File: config.mk
export PLATFORM = sky130hd
export DESIGN_NAME = inc_seq
export DESIGN_NICKNAME = d
export VERILOG_FILES = /design/src/rtl/inc_pkg.sv /design/src/rtl/inc_slice.sv /design/src/rtl/inc_seq.sv
export SDC_FILE = /design/constraint.sdc
export NUM_CORES = 1
export LEC_CHECK = 0
export CAP_MARGIN = 40
export CORE_MARGIN = 2
export CORE_UTILIZATION = 47
export DETAILED_ROUTE_END_ITERATION = 8
export PLACE_DENSITY = 0.71
export SLEW_MARGIN = 15
export SYNTH_ARGS = -nofsm -noshare
export SYNTH_HDL_FRONTEND = slang
export SYNTH_SLANG_ARGS = --single-unit
File: constraint.sdc
create_clock -name clk -period 4.73 [get_ports clk]
set_input_delay 0.946 -clock clk [delete_from_list [all_inputs] [get_ports clk]]
set_output_delay 0.946 -clock clk [all_outputs]
set_load 0.02 [all_outputs]
File: src/rtl/inc_pkg.sv
// Shared defaults and FSM state encoding for the sequential incrementer.
package inc_pkg;
  localparam int INC_WIDTH = 20;
  localparam int INC_CHUNK = 4;

  localparam logic [1:0] ST_IDLE = 2'd0;
  localparam logic [1:0] ST_RUN  = 2'd1;
  localparam logic [1:0] ST_DONE = 2'd2;
endpackage

File: src/rtl/inc_slice.sv
// CHUNK-bit half-adder chain: sum = in + cin, cout = carry out of the top bit.
module inc_slice #(
  parameter int CHUNK = 4
) (
  input  logic [CHUNK-1:0] in,
  input  logic             cin,
  output logic [CHUNK-1:0] sum,
  output logic             cout
);
  logic [CHUNK:0] w_carry;

  assign w_carry[0] = cin;

  generate
    for (genvar gi = 0; gi < CHUNK; gi++) begin : g_ha
      assign sum[gi]          = in[gi] ^ w_carry[gi];
      assign w_carry[gi + 1]  = in[gi] & w_carry[gi];
    end
  endgenerate

  assign cout = w_carry[CHUNK];
endmodule

File: src/rtl/inc_seq.sv
// Multi-cycle incrementer: out = a + 1, one CHUNK-bit slice per clock, LSB first.
// Optional macro INC_EARLY_EXIT_EN finishes as soon as a slice produces no carry.
module inc_seq
  import inc_pkg::*;
#(
  parameter int WIDTH = INC_WIDTH,
  parameter int CHUNK = INC_CHUNK
) (
  input  logic             clk,
  input  logic             rst_n,
  input  logic             start,
  input  logic [WIDTH-1:0] a,
  output logic             busy,
  output logic             done,
  output logic [WIDTH-1:0] out,
  output logic             cout
);
  localparam int NCHUNK = WIDTH / CHUNK;
  localparam int IDXW   = (NCHUNK > 1) ? $clog2(NCHUNK) : 1;
  localparam logic [IDXW-1:0] LAST_IDX = IDXW'(NCHUNK - 1);

  logic [1:0]       r_state;
  logic [IDXW-1:0]  r_idx;
  logic [WIDTH-1:0] r_work;
  logic             r_carry;
  logic [WIDTH-1:0] r_out;
  logic             r_cout;

  logic [CHUNK-1:0] w_slice_in;
  logic [CHUNK-1:0] w_slice_sum;
  logic             w_slice_cout;
  logic [WIDTH-1:0] w_work_upd;
  logic             w_last;
  logic             w_exit;

  assign w_slice_in = r_work[r_idx * CHUNK +: CHUNK];

  inc_slice #(.CHUNK(CHUNK)) u_slice (
    .in   (w_slice_in),
    .cin  (r_carry),
    .sum  (w_slice_sum),
    .cout (w_slice_cout)
  );

  always_comb begin
    w_work_upd = r_work;
    w_work_upd[r_idx * CHUNK +: CHUNK] = w_slice_sum;
  end

  assign w_last = (r_idx == LAST_IDX);

`ifdef INC_EARLY_EXIT_EN
  // Once the carry dies, the remaining upper slices already hold their final value.
  assign w_exit = w_last | ~w_slice_cout;
`else
  assign w_exit = w_last;
`endif

  always_ff @(posedge clk or negedge rst_n) begin
    if (!rst_n) begin
      r_state <= ST_IDLE;
      r_idx   <= '0;
      r_work  <= '0;
      r_carry <= 1'b0;
      r_out   <= '0;
      r_cout  <= 1'b0;
    end else begin
      case (r_state)
        ST_IDLE: begin
          if (start) begin
            r_work  <= a;
            r_carry <= 1'b1;
            r_idx   <= '0;
            r_state <= ST_RUN;
          end
        end
        ST_RUN: begin
          r_work  <= w_work_upd;
          r_carry <= w_slice_cout;
          r_idx   <= r_idx + IDXW'(1);
          if (w_exit) begin
            // Results are registered on entry so they are valid during the done cycle.
            r_out   <= w_work_upd;
            r_cout  <= w_slice_cout;
            r_state <= ST_DONE;
          end
        end
        ST_DONE: begin
          r_state <= ST_IDLE;
        end
        default: begin
          r_state <= ST_IDLE;
        end
      endcase
    end
  end

  assign busy = (r_state == ST_RUN) || (r_state == ST_DONE);
  assign done = (r_state == ST_DONE);
  assign out  = r_out;
  assign cout = r_cout;
endmodule

==> impl_summary.log, run 1 <==
[metrics] outcome: complete, no violations
[metrics] kind of start point of the critical path: flop
[metrics] number of pins exceeding their max-slew limit in the final report: 0
[metrics] number of flops mapped to enable cells by yosys: 0
[metrics] global-route wire length before repair: ~12 mm
[metrics] most repeated library cell on the critical path: sky130_fd_sc_hd__ha_1
[metrics] async set-reset flop share out of synthesis: between 90% and 100%
[metrics] cell with the largest stage delay on the worst path: sky130_fd_sc_hd__dfrtp_1
[metrics] final clock skew: 0.00417 ns
[metrics] leftover overflow at the end of global routing: 0
[metrics] buffers inserted during post-CTS setup optimization: 0
[metrics] TritonCTS Sinks: 47
[metrics] vias in the first global route: around 2,400
[metrics] Relative slew margins: roughly 56%
[metrics] Synth Net Count: 349
[metrics] commonest non-fill, non-tap cells in the layout: 47 x sky130_fd_sc_hd__dfrtp_1, 44 x sky130_fd_sc_hd__clkdlybuf4s50_1, 29 x sky130_fd_sc_hd__nand2_1
[metrics] cell count after placement: roughly 410
[metrics] switching portion of total power: between 40% and 50%
[metrics] maximum fanout count along the critical path: 15
[metrics] kind of critical path: flop to flop
[metrics] number of register bits inferred by synthesis: 47
[metrics] part of the total power dissipated in the clock network: approximately 9%
[metrics] combinational share of power: 63.2%
[metrics] residual DRC count: 0
[metrics] clock root buffer: sky130_fd_sc_hd__clkbuf_8
[metrics] site row count: 28
[metrics] ANT cells: 0
[metrics] total global routing track utilization: between 20% and 30%
[metrics] # port buffers: 45
[metrics] initial standard-cell utilization of the core: 48.4%
[metrics] hold-fix buffer count after cts: 0
[metrics] delay of the slowest cell on the worst path: ~0.70 ns
[metrics] power share of the sequential group: between 20% and 30%
[metrics] clock slew at reported path FFs: 0.08 ns
[metrics] via density per instance: a little under 6
[metrics] total area of multi-input combinational cells: about 1500 um2
[metrics] clock latency of the later-clocked register in the worst-skew pair: about 0.3 ns
[metrics] Min-Delay Path Depth: 2
[metrics] post-route clock period utilization: 62.0%
[metrics] most frequently used flop master after synthesis: sky130_fd_sc_hd__dfrtp_1
[metrics] count of placed standard cells in the final layout, fillers left out: between 400 and 500
[metrics] type of element capturing the critical path: flop
[metrics] worst voltage drop across the vdd grid: 0.584 mV
[metrics] sequential share of the synthesized area: 41.1%
[metrics] post-detailed-route count of antenna-violating nets: 0
[metrics] routability congestion estimate: about 0.85
[metrics] arrival time worst endpoint: 3.16 ns
[metrics] synth top area cells: sky130_fd_sc_hd__dfrtp_1 41%, sky130_fd_sc_hd__a31oi_1 5.0%, sky130_fd_sc_hd__ha_1 4.8%
[metrics] data required time of the critical path: around 5 ns
[metrics] area share of the leading cell type in the synthesized netlist: between 40% and 50%
[metrics] P per Cell Area: between 800 and 900 nW/um2
[metrics] type of the most critical hold path: flop to flop
[metrics] chip width: 82.1 um
[metrics] Final Hold Viols: 0
[metrics] count of fill cells added during filler insertion: 560
[metrics] Detailed Route Iter0 Violations: 187
[metrics] I/O pin count: 46
[metrics] initial antenna violation count: 0
[metrics] mean area per synthesized cell: slightly above 9 um2
[metrics] post-synth cell types: 47
[metrics] post-synthesis cell count: about 320
[metrics] count of max-cap constraint violations: 0
[metrics] Lkg Pwr: between 1.5 and 2 nW
[metrics] final setup fails: 0
[metrics] routed length per placed instance: approximately 17 um
[metrics] HPWL Detailed: 5.05 mm
[metrics] net switching power figure: 0.00133 W
[metrics] leading cell type in the layout, fill and taps excluded: sky130_fd_sc_hd__dfrtp_1
[metrics] iteration count of the initial detailed-routing pass: 4
[metrics] cell count of the worst reg-to-reg path: 7
[metrics] total clock buffers created by CTS: 5
[metrics] final net count: 380
[metrics] R2R Setup Slk: between 1.5 and 2 ns
[metrics] Post-Route WL: 7.11 mm
[metrics] cell-by-cell listing of the critical path: inv_1, ha_1, ha_1, nor4bb_1, clkdlybuf4s15_2, nand2_1, a31oi_1
[metrics] Cell Area, Synth: about 2900 um2
[metrics] Sequential Area: 1180 um2
[metrics] vias: ~2,500
[metrics] Synth area leader: sky130_fd_sc_hd__dfrtp_1
[metrics] standard cell core area: 5920 um2
[metrics] Warnings, synthesis: 0
[metrics] H-tree depth reported by CTS: 2
[metrics] post-synthesis to final-layout area growth: 20.2%
[metrics] Setup TNS Final: 0 ns
[metrics] design internal power: roughly 0.0015 W
[metrics] clk buf depth: 2
[metrics] min Tclk post-route: 2.93 ns
[metrics] layout cell share with drive strength beyond 1: 8.67%
[metrics] timing-limited maximum frequency: roughly 340 MHz
[metrics] Worst Tran Pin Value: around 0.65 ns
[metrics] maximum number of pins on one net before global-route repair: 35
[metrics] post-CTS resize count: 0
[metrics] die height: between 80 and 90 um
[metrics] unrepaired setup endpoints after global routing: false
[metrics] clock tree from TritonCTS: built
[metrics] area of the die: 6730 um2
## registers in the layout, summed over array words and instances (netlist names)
| register | cells |
|---|---|
| r_state | 2 |
| r_carry | 1 |
| cout | 1 |
| out | 20 |
| r_work | 20 |
| r_idx | 3 |
## power groups by stage
stage	Sequential (W)	Combinational [W]	Clock, W
3_5_place_dp	0.000785	0.00176	0
5_1_grt	0.000801	0.00194	0.000272
3_3_place_gp	0.000775	0.00170	0
4_1_cts	0.000778	0.00176	0.000256
6_report	0.000778	0.00176	0.000251
2_1_floorplan	0.000820	0.00116	0
## metrics by stage
step / hold WS, ns / area, um2 / total power (W) / worst slack (ns) / utilization (%)
finish: 0.491 / 3440 / 0.00279 / 1.80 / 58.1
global placement: 0.467 / 3280 / 0.00247 / 1.76 / 55.4
detailed placement: 0.474 / 3350 / 0.00254 / 1.84 / 56.7
global route: 0.527 / 3440 / 0.00301 / 1.53 / 58.1
floorplan: 0.479 / 2860 / 0.00199 / 2.19 / -
CTS: 0.494 / 3440 / 0.00280 / 1.81 / 58.1
## worst max-delay path, delay by kind of cell (launching register included)
family                     cells  cell delay [ns]
AOI/OAI and AO/OA              1             0.17
adders and majority gates      2             0.72
buffers and inverters          2             0.56
DFF                            1             0.70
and+or+nand+nor                2             0.72
## cell usage after synthesis, drive strengths merged, types with 2 or more instances
cell type and instances:
buf 12, o221ai 4, a21oi 9, a31o 5
o22ai 11, a32o 4, clkbuf 15, nor2 18
nand2 29, o21ai 23, a221o 4, a31oi 23
nor2b 5, mux2i 8, mux2 4, a21o 9
a22oi 3, nand2b 2, nand3 18, dfrtp 47
a41oi 2, and3b 2, and2 6, inv 22
ha 11
## final timing paths
kind / start / endpoint
setup reg to reg: r_idx[0] / out[12]
setup / recovery: r_idx[0] / out[12]
hold reg to reg: out[5] / out[5]
hold / removal: out[5] / out[5]
min in group asynchronous: rst_n / r_work[7]
max in group asynchronous: rst_n / r_work[10]
## layer usage
metal  part of all wire [%]  global-route usage, %
met5                      0                      0
met4                    1.4                   7.67
met3                    5.9                   4.07
met2                     47                   36.1
met1                     46                   32.0
## layout make-up
cell class	count	share of cell area, %
multi-input cells	218	42.7
flip-flops and latches	47	34.2
repair buffers	51	15.4
well taps	75	2.73
inverters	23	2.51
clock buffers	6	2.40
clock inverters	1	0.145
## kinds of logic after synthesis
family | synth area share, %
mux | 5.29
fa+ha+maj | 4.81
simple gates | 16.7
buf+inv | 7.64
flops | 41.1
compound gates | 24.5
No activity file was read; power rests on OpenSTA's default activity.
==> run 2, diff against run 1 <==
clock period = 3.1 ns   (was 4.73 ns; I/O delays follow)
==> run 2 against run 1 <==
Setup slack lost 1.6 ns. Final area up 0.11%. Worst hold slack worse by 0.24 ns. Count of clock-buffer cells in the layout is the same. Routed wire length is 6.2% higher. Critical path type unchanged. Critical endpoint is now r_work[7]. Largest cell class unchanged. Largest power group unchanged.
==> impl_summary.log, run 2 (synthesis results as in run 1) <==
[metrics] clock slew at reported path FFs: around 0.08 ns
[metrics] routability congestion estimate: roughly 0.86
[metrics] via density per instance: a little under 6
[metrics] Lkg Pwr: roughly 1.5 nW
[metrics] delay of the slowest cell on the worst path: between 0.7 and 0.8 ns
[metrics] count of placed standard cells in the final layout, fillers left out: about 420
[metrics] post-route clock period utilization: slightly above 90%
[metrics] iteration count of the initial detailed-routing pass: 4
[metrics] TritonCTS Sinks: 47
[metrics] final clock skew: around 0.0059 ns
[metrics] area of the die: 6730 um2
[metrics] Worst Hold Slack: 0.247 ns
[metrics] unrepaired setup endpoints after global routing: false
[metrics] count of max-cap constraint violations: 0
[metrics] clock latency of the later-clocked register in the worst-skew pair: about 0.3 ns
[metrics] Worst Tran Pin Value: 0.600 ns
[metrics] buffers inserted during post-CTS setup optimization: 0
[metrics] type of element capturing the critical path: flop
[metrics] switching portion of total power: 48.0%
[metrics] clk buf depth: 2
[metrics] chip width: approximately 82 um
[metrics] timing-limited maximum frequency: about 350 MHz
[metrics] cell count after placement: roughly 420
[metrics] maximum number of pins on one net before global-route repair: 32
[metrics] combinational share of power: between 60% and 70%
[metrics] leading cell type in the layout, fill and taps excluded: sky130_fd_sc_hd__dfrtp_1
[metrics] R2R Setup Slk: between 0.2 and 0.25 ns
[metrics] standard cell core area: roughly 5900 um2
[metrics] min Tclk post-route: about 2.9 ns
[metrics] P per Cell Area: 1260 nW/um2
[metrics] vias: roughly 2,500
[metrics] # port buffers: between 40 and 50
[metrics] terminus of the critical flop-to-flop path: r_work[7]
[metrics] post-placement worst setup slack: 0.335 ns
[metrics] leftover overflow at the end of global routing: 0
[metrics] post-CTS resize count: 0
[metrics] initial standard-cell utilization of the core: about half
[metrics] net switching power figure: around 0.0021 W
[metrics] clock root buffer: sky130_fd_sc_hd__clkbuf_8
[metrics] design internal power: approximately 0.0023 W
[metrics] layout cell share with drive strength beyond 1: under 10%
[metrics] outcome: complete, no violations
[metrics] Detailed Route Iter0 Violations: 180
[metrics] Setup TNS Final: 0 ns
[metrics] post-synthesis to final-layout area growth: 20.3%
[metrics] cell count of the worst reg-to-reg path: 10
[metrics] arrival time worst endpoint: 3.11 ns
[metrics] total clock buffers created by CTS: 5
[metrics] Final Hold Viols: 0
[metrics] final setup fails: 0
[metrics] vias in the first global route: between 2,000 and 2,500
[metrics] residual DRC count: 0
[metrics] H-tree depth reported by CTS: 2
[metrics] clock tree from TritonCTS: built
[metrics] commonest non-fill, non-tap cells in the layout: 47 x sky130_fd_sc_hd__dfrtp_1, 44 x sky130_fd_sc_hd__clkdlybuf4s50_1, 29 x sky130_fd_sc_hd__nand2_1
[metrics] most repeated library cell on the critical path: sky130_fd_sc_hd__ha_1
[metrics] site row count: 28
[metrics] HPWL Detailed: about 5.4 mm
[metrics] initial antenna violation count: 0
[metrics] post-detailed-route count of antenna-violating nets: 0
[metrics] number of pins exceeding their max-slew limit in the final report: 0
[metrics] kind of critical path: flop to flop
[metrics] kind of start point of the critical path: flop
[metrics] maximum fanout count along the critical path: 15
[metrics] power share of the sequential group: 27.6%
[metrics] Post-Route WL: between 7 and 8 mm
[metrics] post-route worst setup slack: between 0.2 and 0.25 ns
[metrics] cell-by-cell listing of the critical path: inv_1, a22oi_1, o22ai_1, ha_1, ha_1, ha_1, ha_1, inv_1, o21ai_0, a32o_1
[metrics] cell with the largest stage delay on the worst path: sky130_fd_sc_hd__dfrtp_1
[metrics] worst voltage drop across the vdd grid: approximately 0.65 mV
[metrics] I/O pin count: 46
[metrics] final net count: between 300 and 400
[metrics] data required time of the critical path: roughly 3.3 ns
[metrics] ANT cells: 0
[metrics] part of the total power dissipated in the clock network: under 10%
[metrics] routed length per placed instance: approximately 18 um
[metrics] hold-fix buffer count after cts: 0
[metrics] Relative slew margins: approximately three fifths
[metrics] global-route wire length before repair: approximately 12 mm
[metrics] launch instance of the worst register-to-register path: r_idx[0]
[metrics] total global routing track utilization: around a quarter
[metrics] die height: between 80 and 90 um
[metrics] type of the most critical hold path: input port to asynchronous set/reset pin
[metrics] power consumption: about 0.0043 W
run 2: through the flow:
step	area [um2]	utilization, %
final	3450	58.2
after floorplan	2860	-
after CTS	3450	58.2
after global routing	3450	58.2
after global placement	3320	56.1
after detailed placement	3360	56.7
run 2: power groups by stage:
stage	Combinational, W	Clock (W)	Sequential, W
after floorplan	0.00178	0	0.00125
after global placement	0.00269	0	0.00119
after detailed placement	0.00273	0	0.00120
after CTS	0.00275	0.000384	0.00119
after global routing	0.00303	0.000402	0.00123
final	0.00276	0.000374	0.00120
run 2: how the worst max path moves through the flow:
stage	start	end	slack (ns)	depth (start not counted)
2_1_floorplan	r_idx[2]	r_work[7]	0.56	11
3_3_place_gp	r_idx[0]	r_work[7]	0.40	10
3_5_place_dp	r_idx[0]	r_work[7]	0.34	10
4_1_cts	r_idx[0]	r_work[7]	0.28	10
5_1_grt	r_idx[0]	r_work[7]	0.002	10
6_report	r_idx[0]	r_work[7]	0.23	10
run 2: critical path, delay by kind of cell (launching register included):
| family | cells | cell delay (ns) |
|---|---|---|
| flops | 1 | 0.71 |
| buf+inv | 2 | 0.30 |
| fa+ha+maj | 4 | 1.09 |
| compound gates | 4 | 0.70 |
run 2: metal layers:
metal | share of wire (%) | global-route usage (%) | vias to the layer above
li1 | - | - | 1217
met1 | 46 | 34.8 | 1187
met2 | 47 | 38.7 | 88
met3 | 5.8 | 3.96 | 7
met4 | 1.4 | 7.00 | 0
met5 | 0 | 0 | -
run 2: layout make-up:
cell class	count	area (um2)
fillers	550	2470
multi-input cells	218	1470
flip-flops and latches	47	1180
repair buffers	54	533
well taps	75	93.8
inverters	23	86.3
clock buffers	6	82.6
clock inverters	1	5.00
==> run 3, diff against run 2 <==
CORE_UTILIZATION = 45   (was 47)
PLACE_DENSITY = 0.69   (was 0.71)
SLEW_MARGIN = not set   (was 15)
SYNTH_HIERARCHICAL = 1   (was not set)
==> run 3 against run 2 <==
Clock power up 26%. Via count up 7.5%. Final area up 0.94%. Cell count is 3.1% higher. Power increased by 2.7%. First-iteration DRC count up 37%. Sequential share of layout area decreased by 0.32 points. Routed wire length up 9.9%. Global-route usage down 0.16 points. Non-clock buffer count unchanged. Critical endpoint is now out[11]. Highest routed layer unchanged.
==> impl_summary.log, run 3 <==
[metrics] Warnings, synthesis: 6
[metrics] clock root buffer: sky130_fd_sc_hd__clkbuf_8
[metrics] P per Cell Area: approximately 1300 nW/um2
[metrics] # port buffers: 45
[metrics] R2R Setup Slk: about 0.27 ns
[metrics] cell count of the worst reg-to-reg path: 10
[metrics] buffers inserted during post-CTS setup optimization: 0
[metrics] total global routing track utilization: about a quarter
[metrics] leading cell type in the layout, fill and taps excluded: sky130_fd_sc_hd__dfrtp_1
[metrics] routed length per placed instance: around 19 um
[metrics] number of pins exceeding their max-slew limit in the final report: 0
[metrics] total clock buffers created by CTS: 5
[metrics] H-tree depth reported by CTS: 2
[metrics] type of element capturing the critical path: flop
[metrics] Cell Area, Synth: ~2800 um2
[metrics] layout cell share with drive strength beyond 1: about 7.5%
[metrics] timing-limited maximum frequency: 353 MHz
[metrics] launch instance of the worst register-to-register path: r_idx[2]
[metrics] HPWL Detailed: 6.11 mm
[metrics] iteration count of the initial detailed-routing pass: 5
[metrics] type of the most critical hold path: input port to asynchronous set/reset pin
[metrics] leftover overflow at the end of global routing: 0
[metrics] Final Hold Viols: 0
[metrics] min Tclk post-route: 2.83 ns
[metrics] post-synth cell types: 39
[metrics] area of the die: around 7000 um2
[metrics] vias: about 2,700
[metrics] post-synthesis to final-layout area growth: 22.2%
[metrics] Setup TNS Final: 0 ns
[metrics] post-route clock period utilization: 91.4%
[metrics] die height: approximately 84 um
[metrics] Worst Hold Slack: approximately 0.25 ns
[metrics] final net count: 396
[metrics] net switching power figure: approximately 0.0022 W
[metrics] Post-Route WL: 8.30 mm
[metrics] power share of the sequential group: a little over a quarter
[metrics] Synth area leader: sky130_fd_sc_hd__dfrtp_1
[metrics] maximum fanout count along the critical path: 13
[metrics] standard cell core area: 6030 um2
[metrics] count of placed standard cells in the final layout, fillers left out: 437
[metrics] combinational share of power: about 62%
[metrics] mean area per synthesized cell: about 8.7 um2
[metrics] kind of start point of the critical path: flop
[metrics] Lkg Pwr: approximately 1.4 nW
[metrics] terminus of the critical flop-to-flop path: out[11]
[metrics] Post-Route Utilization: between 50% and 60%
[metrics] async set-reset flop share out of synthesis: 100%
[metrics] Worst Tran Pin Value: between 0.7 and 0.8 ns
[metrics] post-detailed-route count of antenna-violating nets: 0
[metrics] switching portion of total power: between 40% and 50%
[metrics] final setup fails: 0
[metrics] unrepaired setup endpoints after global routing: false
[metrics] worst voltage drop across the vdd grid: ~0.63 mV
[metrics] chip width: 83.5 um
[metrics] Post-Place Cell Area: ~3400 um2
[metrics] cell count after placement: 429
[metrics] clock slew at reported path FFs: 0.10 ns
[metrics] number of register bits inferred by synthesis: 47
[metrics] Relative slew margins: between 50% and 60%
[metrics] design internal power: 0.00229 W
[metrics] I/O pin count: 46
[metrics] post-CTS resize count: 0
[metrics] Synth Net Count: around 360
[metrics] clock tree from TritonCTS: built
[metrics] outcome: complete, no violations
[metrics] initial standard-cell utilization of the core: 47.2%
[metrics] post-synthesis cell count: 326
[metrics] global-route wire length before repair: about 14 mm
[metrics] Detailed Route Iter0 Violations: around 250
[metrics] top cells by count, synth: 47 x sky130_fd_sc_hd__dfrtp_1, 33 x sky130_fd_sc_hd__nand2_1, 31 x sky130_fd_sc_hd__nor2_1, 31 x sky130_fd_sc_hd__o21ai_0, 23 x sky130_fd_sc_hd__a21oi_1
[metrics] number of flops mapped to enable cells by yosys: 0
[metrics] initial antenna violation count: 0
[metrics] TritonCTS Sinks: 47
[metrics] most frequently used flop master after synthesis: sky130_fd_sc_hd__dfrtp_1
[metrics] site row count: 28
[metrics] leading cell type by number of instances after synthesis: sky130_fd_sc_hd__dfrtp_1
[metrics] routability congestion estimate: between 0.9 and 1
[metrics] maximum number of pins on one net before global-route repair: 32
[metrics] part of the total power dissipated in the clock network: 10.6%
[metrics] vias in the first global route: 2,543
[metrics] data required time of the critical path: between 3 and 4 ns
[metrics] hold-fix buffer count after cts: 0
[metrics] count of max-cap constraint violations: 0
[metrics] ANT cells: 0
[metrics] final clock skew: approximately 0.0088 ns
[metrics] via density per instance: approximately 6.1
[metrics] kind of critical path: flop to flop
[metrics] commonest non-fill, non-tap cells in the layout: 47 x sky130_fd_sc_hd__dfrtp_1, 44 x sky130_fd_sc_hd__clkdlybuf4s50_1, 33 x sky130_fd_sc_hd__nand2_1
[metrics] clock latency of the later-clocked register in the worst-skew pair: between 0.3 and 0.4 ns
[metrics] clk buf depth: 2
[metrics] residual DRC count: 0
[metrics] area share of the leading cell type in the synthesized netlist: about two fifths
[metrics] synth top area cells: sky130_fd_sc_hd__dfrtp_1 41%, sky130_fd_sc_hd__o21ai_0 5.5%, sky130_fd_sc_hd__ha_1 5.3%
[metrics] arrival time worst endpoint: around 3 ns
[metrics] total non-filler cell area in the finished layout: 3480 um2
[metrics] sequential share of the synthesized area: approximately two fifths
-- run 3: how the worst max path moves through the flow --
stage / to / from / slack, ns
2_1_floorplan: out[19] / r_idx[2] / 0.49
6_report: out[11] / r_idx[2] / 0.27
3_5_place_dp: out[11] / r_idx[2] / 0.32
3_3_place_gp: r_work[17] / r_idx[1] / 0.41
4_1_cts: out[11] / r_idx[2] / 0.27
5_1_grt: out[7] / r_idx[2] / 0.12
-- run 3: per-layer routing --
| layer | global-route usage (%) | up-vias | routed length [um] |
|---|---|---|---|
| met4 | 6.01 | 0 | 106 |
| met3 | 3.96 | 10 | 552 |
| met5 | 0 | - | 0 |
| met2 | 37.0 | 124 | 3750 |
| li1 | - | 1276 | - |
| met1 | 36.4 | 1277 | 3890 |
-- run 3: cells by family after synthesis --
kind of cell    synth area share, %
buf+inv                        4.66
fa+ha+maj                      5.27
mux                            3.78
flops                          41.3
simple gates                   19.5
compound gates                 25.5
-- run 3: per-stage QoR --
stage / power [W] / worst slack [ns]
after floorplan: 0.00296 / 0.488
after global placement: 0.00390 / 0.409
after detailed placement: 0.00394 / 0.320
after CTS: 0.00442 / 0.270
after global routing: 0.00476 / 0.123
final: 0.00444 / 0.268
-- run 3: cell type report --
class | instances | area (um2)
clock buffer | 5 | 68.8
sequential | 47 | 1180
timing repair buffer | 54 | 526
multi-input combinational | 245 | 1540
tap | 75 | 93.8
clock inverter | 3 | 46.3
fill | 551 | 2550
inverter | 8 | 30.0
-- run 3: power groups by stage --
stage,registers [W],clock network (W),logic (W)
floorplan,0.00127,0,0.00169
global placement,0.00121,0,0.00269
detailed placement,0.00122,0,0.00272
CTS,0.00121,0.000478,0.00274
global route,0.00125,0.000505,0.00300
finish,0.00121,0.000473,0.00276
-- run 3: worst max-delay path, stage by stage (launching register included) --
cell and delay [ns]:
sky130_fd_sc_hd__dfrtp_1 0.60, sky130_fd_sc_hd__mux2_2 0.39, sky130_fd_sc_hd__a22oi_1 0.15, sky130_fd_sc_hd__o22ai_1 0.11, sky130_fd_sc_hd__ha_1 0.22, sky130_fd_sc_hd__ha_1 0.18
sky130_fd_sc_hd__ha_1 0.18, sky130_fd_sc_hd__ha_1 0.36, sky130_fd_sc_hd__nor2b_1 0.31, sky130_fd_sc_hd__a31oi_1 0.13, sky130_fd_sc_hd__a21oi_1 0.15
